**src/rtl/hazard_forward_scoreboard.sv**
```systemverilog
// hazard_forward_scoreboard
// EX-stage operand forwarding from N bypass stages plus a long-latency
// completion port, a per-register pending scoreboard, and a RUN/STALL
// state machine that keeps stall and forwarding performance counters.
module hazard_forward_scoreboard #(
    parameter int XLEN       = 32,
    parameter int REG_ADDR_W = 5,
    parameter int NUM_STAGES = 2,
    parameter int CNT_W      = 16
) (
    input  logic                             i_clk,
    input  logic                             i_rst,
    input  logic [REG_ADDR_W-1:0]            i_rs1_addr,
    input  logic [REG_ADDR_W-1:0]            i_rs2_addr,
    input  logic                             i_rs1_used,
    input  logic                             i_rs2_used,
    input  logic [XLEN-1:0]                  i_rs1_orig,
    input  logic [XLEN-1:0]                  i_rs2_orig,
    input  logic                             i_ex_valid,
    input  logic                             i_ex_wr_rd,
    input  logic [REG_ADDR_W-1:0]            i_ex_rd_addr,
    input  logic                             i_ex_long,
    input  logic [NUM_STAGES-1:0]            i_byp_wr,
    input  logic [NUM_STAGES*REG_ADDR_W-1:0] i_byp_rd_addr,
    input  logic [NUM_STAGES-1:0]            i_byp_rd_valid,
    input  logic [NUM_STAGES*XLEN-1:0]       i_byp_rd,
    input  logic                             i_cmpl_valid,
    input  logic [REG_ADDR_W-1:0]            i_cmpl_rd_addr,
    input  logic [XLEN-1:0]                  i_cmpl_rd,
    input  logic                             i_flush,
    input  logic                             i_cnt_clr,
    output logic [XLEN-1:0]                  o_rs1,
    output logic [XLEN-1:0]                  o_rs2,
    output logic                             o_stall,
    output logic [2**REG_ADDR_W-1:0]         o_pending,
    output logic [CNT_W-1:0]                 o_stall_cycles,
    output logic [CNT_W-1:0]                 o_fwd_hits,
    output logic [CNT_W-1:0]                 o_max_stall
);

    localparam int NREGS = 2**REG_ADDR_W;

    typedef enum logic [0:0] {RUN = 1'b0, STALL = 1'b1} state_t;

    // Result of resolving one operand against all forwarding sources.
    typedef struct packed {
        logic [XLEN-1:0] val;
        logic            byp_hit;   // some bypass stage matched
        logic            byp_ok;    // the winning stage has its data ready
        logic            cmpl_hit;  // completion port matched
    } opnd_t;

    // Walk stages oldest to youngest so the youngest match overrides;
    // the completion port only matters when no stage matched.
    function automatic opnd_t resolve(
        input logic [REG_ADDR_W-1:0]            addr,
        input logic [XLEN-1:0]                  orig,
        input logic [NUM_STAGES-1:0]            byp_wr,
        input logic [NUM_STAGES*REG_ADDR_W-1:0] byp_addr,
        input logic [NUM_STAGES-1:0]            byp_valid,
        input logic [NUM_STAGES*XLEN-1:0]       byp_data,
        input logic                             cmpl_valid,
        input logic [REG_ADDR_W-1:0]            cmpl_addr,
        input logic [XLEN-1:0]                  cmpl_data
    );
        opnd_t r;
        r.val      = orig;
        r.byp_hit  = 1'b0;
        r.byp_ok   = 1'b0;
        r.cmpl_hit = 1'b0;
        if (cmpl_valid && (cmpl_addr == addr)) begin
            r.val      = cmpl_data;
            r.cmpl_hit = 1'b1;
        end else begin
            r.cmpl_hit = 1'b0;
        end
        for (int k = NUM_STAGES - 1; k >= 0; k--) begin
            if (byp_wr[k] && (byp_addr[k*REG_ADDR_W +: REG_ADDR_W] == addr)) begin
                r.val     = byp_data[k*XLEN +: XLEN];
                r.byp_hit = 1'b1;
                r.byp_ok  = byp_valid[k];
            end else begin
                r.byp_hit = r.byp_hit;
            end
        end
        // x0 is hardwired zero and never a hazard source.
        if (addr == {REG_ADDR_W{1'b0}}) begin
            r = '0;
        end else begin
            r = r;
        end
        return r;
    endfunction

    // Saturating increment shared by all counters.
    function automatic logic [CNT_W-1:0] sat_inc(input logic [CNT_W-1:0] v);
        return (&v) ? v : v + {{(CNT_W-1){1'b0}}, 1'b1};
    endfunction

    logic [NREGS-1:0] pending_r;
    logic [NREGS-1:0] pending_nxt_s;
    state_t           state_r;
    state_t           state_nxt_s;
    logic [CNT_W-1:0] stall_len_r;
    logic [CNT_W-1:0] stall_cycles_r;
    logic [CNT_W-1:0] fwd_hits_r;
    logic [CNT_W-1:0] max_stall_r;
    opnd_t            op1_s;
    opnd_t            op2_s;
    logic             haz1_s;
    logic             haz2_s;
    logic             waw_s;
    logic             stall_s;
    logic             issue_long_s;
    logic             fwd_hit_s;

    // Resolve both operands against bypass stages, completion port and regfile.
    always_comb begin
        op1_s = resolve(i_rs1_addr, i_rs1_orig, i_byp_wr, i_byp_rd_addr, i_byp_rd_valid,
                        i_byp_rd, i_cmpl_valid, i_cmpl_rd_addr, i_cmpl_rd);
        op2_s = resolve(i_rs2_addr, i_rs2_orig, i_byp_wr, i_byp_rd_addr, i_byp_rd_valid,
                        i_byp_rd, i_cmpl_valid, i_cmpl_rd_addr, i_cmpl_rd);
    end

    // Hazard detection: unready bypass, pending register, or WAW on a long op.
    always_comb begin
        haz1_s = 1'b0;
        haz2_s = 1'b0;
        waw_s  = 1'b0;
        if (i_rs1_used && (i_rs1_addr != {REG_ADDR_W{1'b0}})) begin
            haz1_s = (op1_s.byp_hit && !op1_s.byp_ok) ||
                     (pending_r[i_rs1_addr] && !op1_s.byp_hit && !op1_s.cmpl_hit);
        end else begin
            haz1_s = 1'b0;
        end
        if (i_rs2_used && (i_rs2_addr != {REG_ADDR_W{1'b0}})) begin
            haz2_s = (op2_s.byp_hit && !op2_s.byp_ok) ||
                     (pending_r[i_rs2_addr] && !op2_s.byp_hit && !op2_s.cmpl_hit);
        end else begin
            haz2_s = 1'b0;
        end
        if (i_ex_long && i_ex_wr_rd && pending_r[i_ex_rd_addr]) begin
            waw_s = !(i_cmpl_valid && (i_cmpl_rd_addr == i_ex_rd_addr));
        end else begin
            waw_s = 1'b0;
        end
        stall_s = i_ex_valid && !i_flush && (haz1_s || haz2_s || waw_s);
    end

    // Issue, forwarding-hit and next scoreboard; a same-cycle set beats the clear.
    always_comb begin
        pending_nxt_s = pending_r;
        issue_long_s  = i_ex_valid && !stall_s && !i_flush && i_ex_long && i_ex_wr_rd &&
                        (i_ex_rd_addr != {REG_ADDR_W{1'b0}});
        fwd_hit_s     = i_ex_valid && !i_flush && !stall_s &&
                        ((i_rs1_used && (op1_s.byp_hit || op1_s.cmpl_hit)) ||
                         (i_rs2_used && (op2_s.byp_hit || op2_s.cmpl_hit)));
        if (i_cmpl_valid) begin
            pending_nxt_s[i_cmpl_rd_addr] = 1'b0;
        end else begin
            pending_nxt_s = pending_nxt_s;
        end
        if (issue_long_s) begin
            pending_nxt_s[i_ex_rd_addr] = 1'b1;
        end else begin
            pending_nxt_s = pending_nxt_s;
        end
    end

    // RUN/STALL next-state logic.
    always_comb begin
        state_nxt_s = state_r;
        case (state_r)
            RUN:     state_nxt_s = stall_s ? STALL : RUN;
            STALL:   state_nxt_s = stall_s ? STALL : RUN;
            default: state_nxt_s = RUN;
        endcase
    end

    // State register and scoreboard.
    always_ff @(posedge i_clk) begin
        if (i_rst) begin
            state_r   <= RUN;
            pending_r <= '0;
        end else begin
            state_r   <= state_nxt_s;
            pending_r <= pending_nxt_s;
        end
    end

    // Stall length tracking: restart on entering STALL, count while staying.
    always_ff @(posedge i_clk) begin
        if (i_rst) begin
            stall_len_r <= '0;
        end else if ((state_r == RUN) && stall_s) begin
            stall_len_r <= '0;
        end else if ((state_r == STALL) && stall_s) begin
            stall_len_r <= sat_inc(stall_len_r);
        end else begin
            stall_len_r <= stall_len_r;
        end
    end

    // Saturating performance counters; clear takes priority over counting.
    always_ff @(posedge i_clk) begin
        if (i_rst || i_cnt_clr) begin
            stall_cycles_r <= '0;
            fwd_hits_r     <= '0;
            max_stall_r    <= '0;
        end else begin
            stall_cycles_r <= stall_s ? sat_inc(stall_cycles_r) : stall_cycles_r;
            fwd_hits_r     <= fwd_hit_s ? sat_inc(fwd_hits_r) : fwd_hits_r;
            if ((state_r == STALL) && (sat_inc(stall_len_r) > max_stall_r)) begin
                max_stall_r <= sat_inc(stall_len_r);
            end else begin
                max_stall_r <= max_stall_r;
            end
        end
    end

    assign o_rs1          = op1_s.val;
    assign o_rs2          = op2_s.val;
    assign o_stall        = stall_s;
    assign o_pending      = pending_r;
    assign o_stall_cycles = stall_cycles_r;
    assign o_fwd_hits     = fwd_hits_r;
    assign o_max_stall    = max_stall_r;

endmodule
```
**config.mk**
```make
export PLATFORM = sky130hd
export DESIGN_NAME = hazard_forward_scoreboard
export DESIGN_NICKNAME = d
export VERILOG_FILES = /design/src/rtl/hazard_forward_scoreboard.sv
export SDC_FILE = /design/constraint.sdc
export NUM_CORES = 1
export LEC_CHECK = 0
export ABC_AREA = 1
export BUFFER_PORTS_ARGS = -buffer_cell sky130_fd_sc_hd__buf_2
export CAP_MARGIN = 20
export CORE_ASPECT_RATIO = 1.4
export CORE_MARGIN = 2
export CORE_UTILIZATION = 51
export CTS_CLUSTER_SIZE = 20
export DETAILED_ROUTE_END_ITERATION = 8
export PLACE_DENSITY = 0.83
export SETUP_SLACK_MARGIN = 0.4
export SYNTH_ARGS = -nofsm -noshare
export SYNTH_HDL_FRONTEND = slang
export SYNTH_SLANG_ARGS = --single-unit
```
**constraint.sdc**
```tcl
create_clock -name i_clk -period 3.5 [get_ports i_clk]
set_input_delay 0.175 -clock i_clk [delete_from_list [all_inputs] [get_ports i_clk]]
set_output_delay 0.175 -clock i_clk [all_outputs]
set_load 0.02 [all_outputs]
```
==> results.toml <==
[run_status]
status = "finished, final reports clean"

[logic_synthesis]
synth-seq-area-share = 0.216
synth_ff_type = "dfxtp_1"
syn_area_um2 = 8970
avgSynthCellArea_um2 = 5.90
yosysWarnings = 0
synth_top_family_by_area = "simple AND/OR/NAND/NOR gates"
synth.distinct_cells = 44
synth_compound_area_frac = 0.222
synth_top_area_frac = 0.216
synthTopCellsByArea = "dfxtp_1 22%, nand2_1 14%, nor2_1 9.2%, inv_1 7.2%, o21ai_0 7.1%"
synthCells = 1520
ys_ff_latch = 97
synthArstFlopShare = 0
synthXorXnorAreaFrac = 0.0361
synth-edff-count = 0
synth_mux_area_frac = 0.00223
synth_fa_ha_area_frac = 0.0265
synth_fp_nets = 1743
yosysTopAreaCell = "dfxtp_1"
yosys.area_share.simple = 0.371

[placement]
portBuffers = 348
dpl-instance-area_um2 = 10900
dp.cells = 2051
dp_hpwl_um = 29000
dpl_worst_slack_ps = 85.4
gp_congestion = 1.01

[floorplanning]
start_util = 0.518
die_w_um = 116
core_area_um2 = 17300
die_h_um = 161
die-area_um2 = 18700
rows = 57
num_io_pins = 349

[clocking]
cts_inserted_buffers = 9
cts_sinks = 97
cts_tree = "yes"
hold_buffers = 0
cts_htree_levels = 3
clk_path_buf_depth = 2
clk_latency_ps = 350
root_buffer = "clkbuf_16"
clk_pin_slew_ps = 70

[final_layout]
areaGrowthSynthToFinish_pct = 30.2
fin_cells = 2097
fin_nets = 2075
mostFrequentLayoutCells = "348 x buf_2, 321 x nand2_1, 211 x nor2_1"
regArea_um2 = 1950
multi_input_area_um2 = 6150
num-fill-cells = 1582
fin_area_um2 = 11700
final_common_cell = "buf_2"
drive_gt1_frac = 0.276

[detailed_routing]
num_vias = 12400
wirelength_um = 40100
drt-initial-drc-count = 1437
ant_nets = 0
drc = 0
firstDrtPassIters = 6
viasPerCell = 5.90
routedWlPerCell_um = 19.1

[setup_path]
cp.required_ps = 3780
endpoint_kind = "register"
reg2reg_slack_ps = 290
worstPathArrival_ps = 3490
crit_fanout = 6
crit_type = "register to register"
crit_path_start_kind = "register"

[power]
leakage_nw = 5.65
p_clk_frac = 0.367
power.switching_mw = 1.03
internal_power_mw = 2.10
swShare = 0.330
p_comb_frac = 0.278
powerDensity_nw_per_um2 = 268
vdd_drop_max_v = 0.000302
finalPower_mw = 3.13
p_seq_frac = 0.355

[timing]
rsz0062_at_grt = "yes"
maxSlewHeadroom = 0.335
setup_slack_ps = 287
skew_ps = 10.8
setup_viol = 0
finalHoldViolations = 0
fin_crit_ps = 3210
final.setup.tns_ps = 0
slew_violations = 0
finalCritPeriodShare = 0.918
worstMarginPinSlew_ps = 994
max_freq_mhz = 311

[global_route]
grt_pass1_vias = 11400
antenna_found_initial = 6
grt_max_degree = 64
overflow = 0
grt_pass1_wl_um = 60300
grt_usage = 0.411

[run]
drv_cap = 0

[hold_path]
hold_path.class = "primary input to register"
## area by class of cell
class                           count  share of cell area
Antenna cell                        5             0.00107
Timing Repair Buffer              403               0.190
Inverter                          188              0.0611
Multi-Input combinational cell   1153               0.526
Clock buffer                        9              0.0193
Clock inverter                      6             0.00964
Sequential cell                    97               0.167
Tap cell                          236              0.0253
## through the flow
step	hold WS, ps	util
after floorplan	384	-
after global placement	461	0.626
after detailed placement	467	0.626
after CTS	214	0.658
after global routing	256	0.674
final	231	0.674
## flip-flops by register name, summed over array words and instances, names as in the netlist
signal	flops
o_fwd_hits	16
o_max_stall	16
o_pending	32
o_stall_cycles	16
stall_len_r	16
state_r	1
## routing by layer
metal	up-vias	share of wire	GRT usage
li1	5789	-	-
met1	5584	0.35	0.466
met2	804	0.45	0.633
met3	193	0.14	0.185
met4	2	0.064	0.235
met5	-	0.00032	0
## path summary, 6_finish.rpt
path                        start               to  cells after the start
setup / recovery   stall_len_r[0]  o_max_stall[13]                     19
hold / removal            i_flush          state_r                      4
setup reg to reg   stall_len_r[0]  o_max_stall[13]                     19
hold reg to reg   o_max_stall[14]  o_max_stall[14]                      2
## synth_stat cells, types with 2 or more instances
master and number:
buf_6 7, nand4_1 57, nand2_4 2, a22oi_1 16
o21ai_1 4, a211oi_1 3, ha_1 19, inv_1 173
dfxtp_1 97, xnor2_1 10, o22ai_1 2, nand3_2 6
a21oi_2 10, nor4_1 4, buf_1 3, clkinv_1 2
buf_2 21, xor2_1 27, buf_4 4, a21oi_1 97
nor2_1 219, clkbuf_1 45, nand3_1 112, a221oi_1 65
inv_2 11, nand2_2 5, nand2_1 325, a31oi_1 3
nand3_4 2, o21ai_0 128, nor3_1 25, nor2_2 3
mux2i_1 2
## cells by family (layout without fill, tap and decap cells)
kind of cell,count (synthesis),count (layout)
AND/OR/NAND/NOR,765,765
multiplexers,2,2
XOR/XNOR,37,37
adder cells (fa/ha/maj),19,19
flip-flops,97,97
buffers and inverters,270,606
other,0,5
AO/OA/AOI/OAI,330,330
## power groups by stage
stage	sequential [mW]	clock, mW	combinational [mW]
after global routing	1.11	1.20	0.943
final	1.11	1.15	0.870
after CTS	1.11	1.15	0.831
after floorplan	1.14	0	0.481
after global placement	1.14	0	0.819
after detailed placement	1.14	0	0.823
## critical path, stage by stage, from the launching register on
cell	delay [ps]
dfxtp_2	370
ha_4	150
inv_2	40
nor3_4	270
nand3_2	110
nor2_2	180
nand3_2	110
buf_4	160
nor2_1	140
a21oi_1	120
ha_1	310
nand4_1	80
inv_1	80
nand4_1	130
nor4b_2	230
nor2_1	70
nand2_2	160
buf_6	150
o21ai_0	120
a21oi_1	150
## timing repair
| item | 4_1_cts | 5_1_grt |
|---|---|---|
| cloned | 0 | 1 |
| gates resized for setup | 31 | 44 |
| setup buffers | 13 | 11 |
| endpoints found under the setup margin | 16 | 16 |
| endpoints found under the hold margin | 0 | 0 |
| pin swaps | 16 | 22 |
Note: power is estimated with default switching activity, not from simulation.
